### config.mk
export PLATFORM = sky130hd
export DESIGN_NAME = ysyx_24080006_idu_q
export DESIGN_NICKNAME = d
export VERILOG_FILES = /design/src/rtl/ysyx_24080006_idu_q.sv
export SDC_FILE = /design/constraint.sdc
export NUM_CORES = 2
export LEC_CHECK = 0
export BUFFER_PORTS_ARGS = -buffer_cell sky130_fd_sc_hd__buf_2
export CAP_MARGIN = 20
export CORE_MARGIN = 2
export CORE_UTILIZATION = 36
export CTS_CLUSTER_SIZE = 20
export DETAILED_ROUTE_END_ITERATION = 10
export GPL_TIMING_DRIVEN = 0
export HOLD_SLACK_MARGIN = 0.05
export PLACE_DENSITY = 0.54
export SLEW_MARGIN = 20
export SYNTH_ARGS = -nofsm -noshare
export SYNTH_HDL_FRONTEND = slang
export SYNTH_SLANG_ARGS = --single-unit
### constraint.sdc
create_clock -name clock -period 21.8 [get_ports clock]
set_input_delay 3.27 -clock clock [delete_from_list [all_inputs] [get_ports clock]]
set_output_delay 3.27 -clock clock [all_outputs]
set_load 0.01 [all_outputs]
### src/rtl/ysyx_24080006_idu_q.sv
// RV32 decode stage with an in-order decoded-bundle queue.
// The IFU instruction is decoded combinationally in the cycle it is accepted.
// The resulting bundle is written at the queue tail. The EXU sees the head entry.
// Ports:
//   clock, reset (async, active-high), flush (sync discard of queue and input)
//   in_valid/in_ready/in_inst/in_pc     : IFU handshake
//   rs1_addr/rs2_addr, rs1_val/rs2_val  : same-cycle register-file read
//   csr_addr, csr_rdata                 : same-cycle CSR read
//   mepc_val/mepc_en                    : mepc capture on an accepted ecall
//   out_valid/out_ready, out_*          : head bundle towards the EXU
module ysyx_24080006_idu_q #(
  parameter int DEPTH = 2,
  parameter int NREG  = 16,
  parameter int CNT_W = $clog2(DEPTH + 1)
) (
  input  logic        clock,
  input  logic        reset,
  input  logic        flush,
  input  logic        in_valid,
  output logic        in_ready,
  input  logic [31:0] in_inst,
  input  logic [31:0] in_pc,
  output logic [4:0]  rs1_addr,
  output logic [4:0]  rs2_addr,
  input  logic [31:0] rs1_val,
  input  logic [31:0] rs2_val,
  output logic [11:0] csr_addr,
  input  logic [31:0] csr_rdata,
  output logic [31:0] mepc_val,
  output logic        mepc_en,
  output logic        out_valid,
  input  logic        out_ready,
  output logic [31:0] out_alu_src1,
  output logic [31:0] out_alu_src2,
  output logic [31:0] out_dnpc,
  output logic [31:0] out_sdata,
  output logic [31:0] out_imm,
  output logic [31:0] out_pc,
  output logic [31:0] out_csr_wdata,
  output logic [3:0]  out_alu_ctrl,
  output logic [1:0]  out_alu_set,
  output logic [2:0]  out_funct3,
  output logic [4:0]  out_rd,
  output logic [11:0] out_csr_addr,
  output logic        out_load,
  output logic        out_store,
  output logic        out_wb,
  output logic        out_jump,
  output logic        out_branch,
  output logic        out_ecall,
  output logic        out_ebreak,
  output logic        out_csr_we,
  output logic        out_illegal
);
  localparam int PTR_W = (DEPTH > 1) ? $clog2(DEPTH) : 1;

  typedef struct packed {
    logic [31:0] alu_src1, alu_src2, dnpc, sdata, imm, pc, csr_wdata;
    logic [3:0]  alu_ctrl;
    logic [1:0]  alu_set;
    logic [2:0]  funct3;
    logic [4:0]  rd;
    logic [11:0] csr_addr;
    logic        load, store, wb, jump, branch, ecall, ebreak, csr_we, illegal;
  } bundle_t;

  // ---------------- decode ----------------
  logic [6:0] opc;
  logic [2:0] f3;
  logic is_lui, is_auipc, is_jal, is_jalr, is_b, is_load, is_s, is_i, is_r, is_sys;
  logic is_ecall, is_mret, bad_reg;
  logic [31:0] imm_i, imm_s, imm_b, imm_u, imm_j;
  bundle_t d;

  assign opc      = in_inst[6:0];
  assign f3       = in_inst[14:12];
  assign is_lui   = (opc == 7'b0110111);
  assign is_auipc = (opc == 7'b0010111);
  assign is_jal   = (opc == 7'b1101111);
  assign is_jalr  = (opc == 7'b1100111);
  assign is_b     = (opc == 7'b1100011);
  assign is_load  = (opc == 7'b0000011);
  assign is_s     = (opc == 7'b0100011);
  assign is_i     = (opc == 7'b0010011);
  assign is_r     = (opc == 7'b0110011);
  assign is_sys   = (opc == 7'b1110011);
  assign is_ecall = (in_inst == 32'h0000_0073);
  assign is_mret  = (in_inst == 32'h3020_0073);

  assign imm_i = {{20{in_inst[31]}}, in_inst[31:20]};
  assign imm_s = {{20{in_inst[31]}}, in_inst[31:25], in_inst[11:7]};
  assign imm_b = {{20{in_inst[31]}}, in_inst[7], in_inst[30:25], in_inst[11:8], 1'b0};
  assign imm_u = {in_inst[31:12], 12'b0};
  assign imm_j = {{12{in_inst[31]}}, in_inst[19:12], in_inst[20], in_inst[30:21], 1'b0};

  assign rs1_addr = in_inst[19:15];
  assign rs2_addr = in_inst[24:20];
  assign csr_addr = is_ecall ? 12'h305 : (is_mret ? 12'h341 : in_inst[31:20]);
  assign mepc_val = in_pc;

  function automatic logic reg_oob(input logic [4:0] idx);
    return (NREG < 32) && (int'(idx) >= NREG);
  endfunction

  // Register fields actually used by each format. The CSR immediate forms
  // (funct3[2]=1) carry a zimm in the rs1 slot, so that slot is not checked.
  always_comb begin
    bad_reg = 1'b0;
    if (is_r | is_i | is_load | is_jalr | is_lui | is_auipc | is_jal | is_sys)
      bad_reg = bad_reg | reg_oob(in_inst[11:7]);
    if (is_r | is_i | is_load | is_jalr | is_s | is_b | (is_sys & ~f3[2]))
      bad_reg = bad_reg | reg_oob(in_inst[19:15]);
    if (is_r | is_s | is_b)
      bad_reg = bad_reg | reg_oob(in_inst[24:20]);
  end

  always_comb begin
    d           = '0;
    d.pc        = in_pc;
    d.funct3    = f3;
    d.rd        = in_inst[11:7];
    d.csr_addr  = csr_addr;
    d.sdata     = rs2_val;
    d.csr_wdata = rs1_val;

    if (is_lui | is_auipc)                   d.imm = imm_u;
    else if (is_jal)                         d.imm = imm_j;
    else if (is_b)                           d.imm = imm_b;
    else if (is_s)                           d.imm = imm_s;
    else if (is_i | is_load | is_jalr | is_sys) d.imm = imm_i;

    if (is_jal | is_jalr | is_auipc) d.alu_src1 = in_pc;
    else if (is_lui)                 d.alu_src1 = 32'd0;
    else                             d.alu_src1 = rs1_val;

    if (is_lui | is_auipc | is_i | is_load | is_s) d.alu_src2 = d.imm;
    else if (is_b | is_r)                          d.alu_src2 = rs2_val;
    else if (is_jal | is_jalr)                     d.alu_src2 = 32'd4;
    else if (is_sys && f3 == 3'b010)               d.alu_src2 = csr_rdata;

    // Branches: beq/bne compare via subtract (10xx); lt/ltu use 00xx codes.
    if (is_b)                               d.alu_ctrl = {(f3[2:1] == 2'b00) ? 2'b10 : 2'b00, f3[2:1]};
    else if (is_r | (is_i && f3[1:0] == 2'b01)) d.alu_ctrl = {in_inst[30], f3};
    else if (is_i)                          d.alu_ctrl = {1'b0, f3};
    else if (is_sys && f3 == 3'b010)        d.alu_ctrl = 4'b0110;

    if (is_b) begin
      case (f3)
        3'b000:         d.alu_set = 2'b01;
        3'b001:         d.alu_set = 2'b10;
        3'b101, 3'b111: d.alu_set = 2'b11;
        default:        d.alu_set = 2'b00;
      endcase
    end

    if (is_jalr)     d.dnpc = (rs1_val + d.imm) & ~32'd1;
    else if (is_sys) d.dnpc = csr_rdata;
    else             d.dnpc = in_pc + d.imm;

    d.illegal = ~(is_b | is_i | is_r | is_s | is_load | is_jal | is_jalr |
                  is_lui | is_auipc | is_sys) | bad_reg;
    d.csr_we  = is_sys & (f3 != 3'b000) & ~d.illegal;
    d.jump    = (is_jal | is_jalr | (is_sys & (f3 == 3'b000))) & ~d.illegal;
    d.wb      = (is_auipc | is_lui | is_jal | is_jalr | is_i | is_r | is_load) & ~d.illegal;
    d.load    = is_load & ~d.illegal;
    d.store   = is_s & ~d.illegal;
    d.branch  = is_b & ~d.illegal;
    d.ecall   = is_ecall;
    d.ebreak  = (in_inst == 32'h0010_0073);
  end

  // ---------------- queue ----------------
  bundle_t            mem [DEPTH];
  logic [PTR_W-1:0]   head, tail;
  logic [CNT_W-1:0]   count;
  logic               push, pop;
  bundle_t            hd;

  assign in_ready  = (count < CNT_W'(DEPTH));
  assign out_valid = (count != '0);
  assign push      = in_valid & in_ready & ~flush;
  assign pop       = out_valid & out_ready;
  assign mepc_en   = push & is_ecall;

  function automatic logic [PTR_W-1:0] nxt(input logic [PTR_W-1:0] p);
    return (p == PTR_W'(DEPTH - 1)) ? '0 : p + 1'b1;
  endfunction

  always_ff @(posedge clock or posedge reset) begin
    if (reset) begin
      head  <= '0;
      tail  <= '0;
      count <= '0;
      for (int i = 0; i < DEPTH; i++) mem[i] <= '0;
    end else if (flush) begin
      head  <= '0;
      tail  <= '0;
      count <= '0;
    end else begin
      if (push) begin
        mem[tail] <= d;
        tail      <= nxt(tail);
      end
      if (pop) head <= nxt(head);
      case ({push, pop})
        2'b10:   count <= count + 1'b1;
        2'b01:   count <= count - 1'b1;
        default: count <= count;
      endcase
    end
  end

  assign hd            = mem[head];
  assign out_alu_src1  = hd.alu_src1;
  assign out_alu_src2  = hd.alu_src2;
  assign out_dnpc      = hd.dnpc;
  assign out_sdata     = hd.sdata;
  assign out_imm       = hd.imm;
  assign out_pc        = hd.pc;
  assign out_csr_wdata = hd.csr_wdata;
  assign out_alu_ctrl  = hd.alu_ctrl;
  assign out_alu_set   = hd.alu_set;
  assign out_funct3    = hd.funct3;
  assign out_rd        = hd.rd;
  assign out_csr_addr  = hd.csr_addr;
  assign out_load      = hd.load;
  assign out_store     = hd.store;
  assign out_wb        = hd.wb;
  assign out_jump      = hd.jump;
  assign out_branch    = hd.branch;
  assign out_ecall     = hd.ecall;
  assign out_ebreak    = hd.ebreak;
  assign out_csr_we    = hd.csr_we;
  assign out_illegal   = hd.illegal;
endmodule

==> impl_table.tex <==
\begin{tabular}{lr}
\hline
Metric & Value \\
\hline
\multicolumn{2}{l}{\textbf{Status}} \\
\quad Run status & finished, final reports clean \\
\multicolumn{2}{l}{\textbf{Setup path}} \\
\quad Critical path type & in2out \\
\quad Slowest stage cell on the critical path & sky130\_fd\_sc\_hd\_\_nor2\_1 \\
\quad Startpoint of the most critical setup path & in\_inst[1] \\
\quad WP data required & roughly 19 ns \\
\quad Peak per-stage delay on the critical path & approximately 0.6 ns \\
\quad Critical-path cell list & buf\_2, nand2\_2, nor3\_2, nand2\_1, nor2\_1, nand3\_1, nor4\_2, and2b\_1, nor2\_1, inv\_1, buf\_4, buf\_2 \\
\quad Data arrival, critical path & $\sim$5.9 ns \\
\quad Worst flop-to-flop path startpoint & count[1] \\
\quad Element type at the critical path end & output pin \\
\quad Crit path max fanout & 8 \\
\quad Delay-heaviest family, CP & simple AND/OR/NAND/NOR gates \\
\quad CP bufs+invs & 4 \\
\quad Kind of launch point of the worst setup path & input port \\
\multicolumn{2}{l}{\textbf{Clock tree}} \\
\quad TritonCTS buffer count & between 50 and 60 \\
\quad Cts repair resizes & 0 \\
\quad CTS tree & yes \\
\quad Post-cts hold buffer count & 0 \\
\quad Master cell of the clock root buffer & sky130\_fd\_sc\_hd\_\_clkbuf\_16 \\
\quad Buffers from clock root to sink, at most & 3 \\
\quad Clock network latency to the later pin of the worst-skew pair & 0.63 ns \\
\quad Depth of the CTS H-tree & 2 \\
\quad Post-CTS setup-driven buffer insertion count & 0 \\
\quad CTS sink count & 522 \\
\quad Clock transition at the registers of the reported paths & roughly 0.06 ns \\
\multicolumn{2}{l}{\textbf{Power and ir drop}} \\
\quad Leakage power total & 0.01716 uW \\
\quad Total power density per cell area & 89.35 nW/um\^{}2 \\
\quad Worst-case vdd ir drop & $\sim$75 uV \\
\multicolumn{2}{l}{\textbf{Placement}} \\
\quad Placer Congestion & around 0.97 \\
\quad Count of port buffers added during placement & 477 \\
\quad Placed insts & about 4700 \\
\quad Dpl hpwl & around 90000 um \\
\multicolumn{2}{l}{\textbf{Floorplan}} \\
\quad FP Rows & a little over 100 \\
\quad Effective utilization at floorplan & about 36\% \\
\quad Top-level port count & approximately 480 \\
\quad Floorplan die width & approximately 280 um \\
\quad Die ar. & approximately 80000 sq um \\
\quad Core region area & just under 80000 sq um \\
\quad Height of the chip & between 200 and 300 um \\
\multicolumn{2}{l}{\textbf{Synth}} \\
\quad Simple-Gate Fraction of Synth Area & between 10\% and 20\% \\
\quad Share of synthesized cell area in full adder, half adder and majority cells & under 10\% \\
\quad Main area contributors after synthesis & sky130\_fd\_sc\_hd\_\_dfrtp\_1, sky130\_fd\_sc\_hd\_\_nand2\_1, sky130\_fd\_sc\_hd\_\_mux2\_2 \\
\quad Share of the synthesized area in the top cell type & 46.55\% \\
\quad Mean area per synthesized cell & approximately 8.9 sq um \\
\quad Synthesized-area fraction occupied by ao, oa, aoi and oai cells & 15.04\% \\
\quad Top cells by count, synth & sky130\_fd\_sc\_hd\_\_nand2\_1, sky130\_fd\_sc\_hd\_\_dfrtp\_1, sky130\_fd\_sc\_hd\_\_o21ai\_0, sky130\_fd\_sc\_hd\_\_mux2\_2, sky130\_fd\_sc\_hd\_\_clkbuf\_1 \\
\quad Fraction of synthesis flops using an asynchronous set or reset pin & between 90\% and 100\% \\
\quad Yosys Warn Count & 0 \\
\quad Most common cell in the netlist & sky130\_fd\_sc\_hd\_\_nand2\_1 \\
\quad Largest family of logic cells by synthesized area & simple AND/OR/NAND/NOR gates \\
\quad Sequential-to-total area share from yosys stat & a little under half \\
\quad EDFF count, synth & 0 \\
\quad Dominant cell type by area after synthesis & sky130\_fd\_sc\_hd\_\_dfrtp\_1 \\
\quad Number of library cell types mapped by synthesis & 91 \\
\quad Number of flip-flops and latches in the synthesized netlist & 522 \\
\quad Share of synthesized area spent on multiplexers & a little over a tenth \\
\quad XOR/XNOR Fraction of Synth Area & under 10\% \\
\quad Flip-flop cell with the highest count after synthesis & sky130\_fd\_sc\_hd\_\_dfrtp\_1 \\
\quad Net Count, Synth & roughly 3400 \\
\quad Area of the mapped netlist & roughly 28000 sq um \\
\quad Post-Syn Instances & 3147 \\
\multicolumn{2}{l}{\textbf{Drt}} \\
\quad Met2 Routed Length & roughly 55000 um \\
\quad Via count & about 26000 \\
\quad Remaining antenna violation count after routing & 0 \\
\quad Violation count after the first detailed-routing iteration & around 2200 \\
\quad Routed wirelength normalized by instance count & between 20 and 25 um \\
\quad Drt drc & 0 \\
\quad Routed met1 length & $\sim$50000 um \\
\quad Drt total wl & between 100000 and 150000 um \\
\quad Length of the first detailed-routing pass in iterations & 7 \\
\quad Top routing layer used & met5 \\
\quad Met3 routed wirelength & $\sim$9000 um \\
\quad Post-DR vias/cell & between 5 and 6 \\
\multicolumn{2}{l}{\textbf{Global routing}} \\
\quad Maximum number of pins on one net before global-route repair & 96 \\
\quad All-Layer GR Usage & $\sim$29\% \\
\quad First-pass GRT wire length & 170600 um \\
\quad Initial antenna violation count & 23 \\
\quad Overall overflow remaining after global route & 0 \\
\quad Vias in the first global route & 24749 \\
\multicolumn{2}{l}{\textbf{Timing}} \\
\quad Setup Viol. Count Final & 0 \\
\quad Final hold slack & approximately 0.47 ns \\
\quad Max transition margin & $\sim$23\% \\
\quad Clk\_skew & around 0.015 ns \\
\quad Unrepaired setup endpoints after global routing & false \\
\quad Slew at the pin closest to its max-slew limit & around 1.2 ns \\
\quad Max-slew violation count & 0 \\
\quad Portion of the clock cycle consumed by the worst path in the final layout & between 40\% and 50\% \\
\quad Final Hold Fails & 0 \\
\quad Maximum clock rate & approximately 0.11 GHz \\
\quad Shortest clock period the worst path allows after layout & 9.189 ns \\
\multicolumn{2}{l}{\textbf{Job}} \\
\quad Max-capacitance violation count & 0 \\
\multicolumn{2}{l}{\textbf{Finish}} \\
\quad Filler cell count & 7902 \\
\quad Share of post-route cells with drive strength above 1 & between 20\% and 30\% \\
\quad Total Nets Final & between 3000 and 4000 \\
\quad Non-filler instance count after layout & about 4800 \\
\quad Layout area overhead & 21.36\% \\
\multicolumn{2}{l}{\textbf{Worst hold path}} \\
\quad Startpoint of the most critical hold path & mem[0] \\
\quad Worst min-delay path class & reg2reg \\
\hline
\end{tabular}
[kinds of logic after synthesis]
logic type,after synthesis
DFF,522
buffers and inverters,317
AOI/OAI and AO/OA,675
adders and majority gates,63
xor gates and xnor gates,54
and+or+nand+nor,1251
muxes,265
[layout by cell type (no fill, tap or decap), types with 48 or more instances in the layout]
cell type                      n
sky130_fd_sc_hd__o21ai_1      48
sky130_fd_sc_hd__o21ai_0     298
sky130_fd_sc_hd__mux2_2      260
sky130_fd_sc_hd__nor2_1       74
sky130_fd_sc_hd__clkbuf_16    59
sky130_fd_sc_hd__ha_1         61
sky130_fd_sc_hd__a21oi_1      86
sky130_fd_sc_hd__buf_2       503
sky130_fd_sc_hd__buf_4        55
sky130_fd_sc_hd__dfrtp_1     522
sky130_fd_sc_hd__nand2_1    1046
sky130_fd_sc_hd__clkbuf_1    165
[stage by stage]
| stage | power (uW) | instance area, sq um | setup slack [ns] | utilization [%] | setup TNS, ns |
|---|---|---|---|---|---|
| after floorplan | 1666 | 28060 | 3.947 | - | 0 |
| after global placement | 1958 | 31750 | -2.874 | 41.05 | -1447.16 |
| after detailed placement | 1969 | 31940 | 12.68 | 41.30 | 0 |
| after CTS | 3060 | 34040 | 12.67 | 44.02 | 0 |
| after global routing | 3186 | 34050 | 12.49 | 44.02 | 0 |
| final | 3043 | 34050 | 12.61 | 44.03 | 0 |
[worst reg2reg max path, cell delays in order, from the launching register on]
cell and delay (ns):
sky130_fd_sc_hd__dfrtp_1 0.40, sky130_fd_sc_hd__inv_1 0.09, sky130_fd_sc_hd__nand2_1 0.31, sky130_fd_sc_hd__or3_1 0.17, sky130_fd_sc_hd__clkbuf_1 0.55, sky130_fd_sc_hd__buf_2 0.42
sky130_fd_sc_hd__clkbuf_1 0.87, sky130_fd_sc_hd__clkbuf_1 0.65, sky130_fd_sc_hd__nand2_1 0.14, sky130_fd_sc_hd__o21ai_0 0.10
[registers in the layout, summed over array words and instances, names as in the netlist]
| register | count |
|---|---|
| count | 2 |
| head | 1 |
| tail | 1 |
| mem | 518 |
[power breakdown]
group,switching (uW),internal (uW),leakage (uW)
Clock,430,656,0.00104
Combinational,427,279,0.00940
Sequential,93.6,1160,0.00672
[final timing paths]
check | endpoint | slack, ns | cells past startpoint
worst max-delay path | csr_addr[9] | 12.61 | 12
worst min-delay path | mem[0] | 0.47 | 2
worst max register to register | mem[493] | 18.03 | 9
worst min register to register | mem[0] | 0.47 | 2
max in group asynchronous | mem[434] | 17.96 | 4
min in group asynchronous | count[1] | 2.59 | 2
[layer usage]
metal  vias up  track usage [%]
li1      11781                -
met3       204            5.483
met1     12690            38.38
met4        26            10.29
met5         -                0
met2       969            46.45
[final cells by class]
cell class | instances | area, sq um | share of cell area (%)
Inverter | 54 | 210.2 | 0.6173
Sequential cell | 522 | 13060 | 38.36
Multi-Input combinational cell | 2308 | 13540 | 39.76
Clock inverter | 25 | 374.1 | 1.099
Antenna cell | 5 | 12.51 | 0.03674
Buffer | 263 | 1266 | 3.718
Tap cell | 1040 | 1301 | 3.821
Clock buffer | 83 | 1727 | 5.070
Timing Repair Buffer | 484 | 2560 | 7.517
Note: power is estimated with default switching activity, not from simulation.
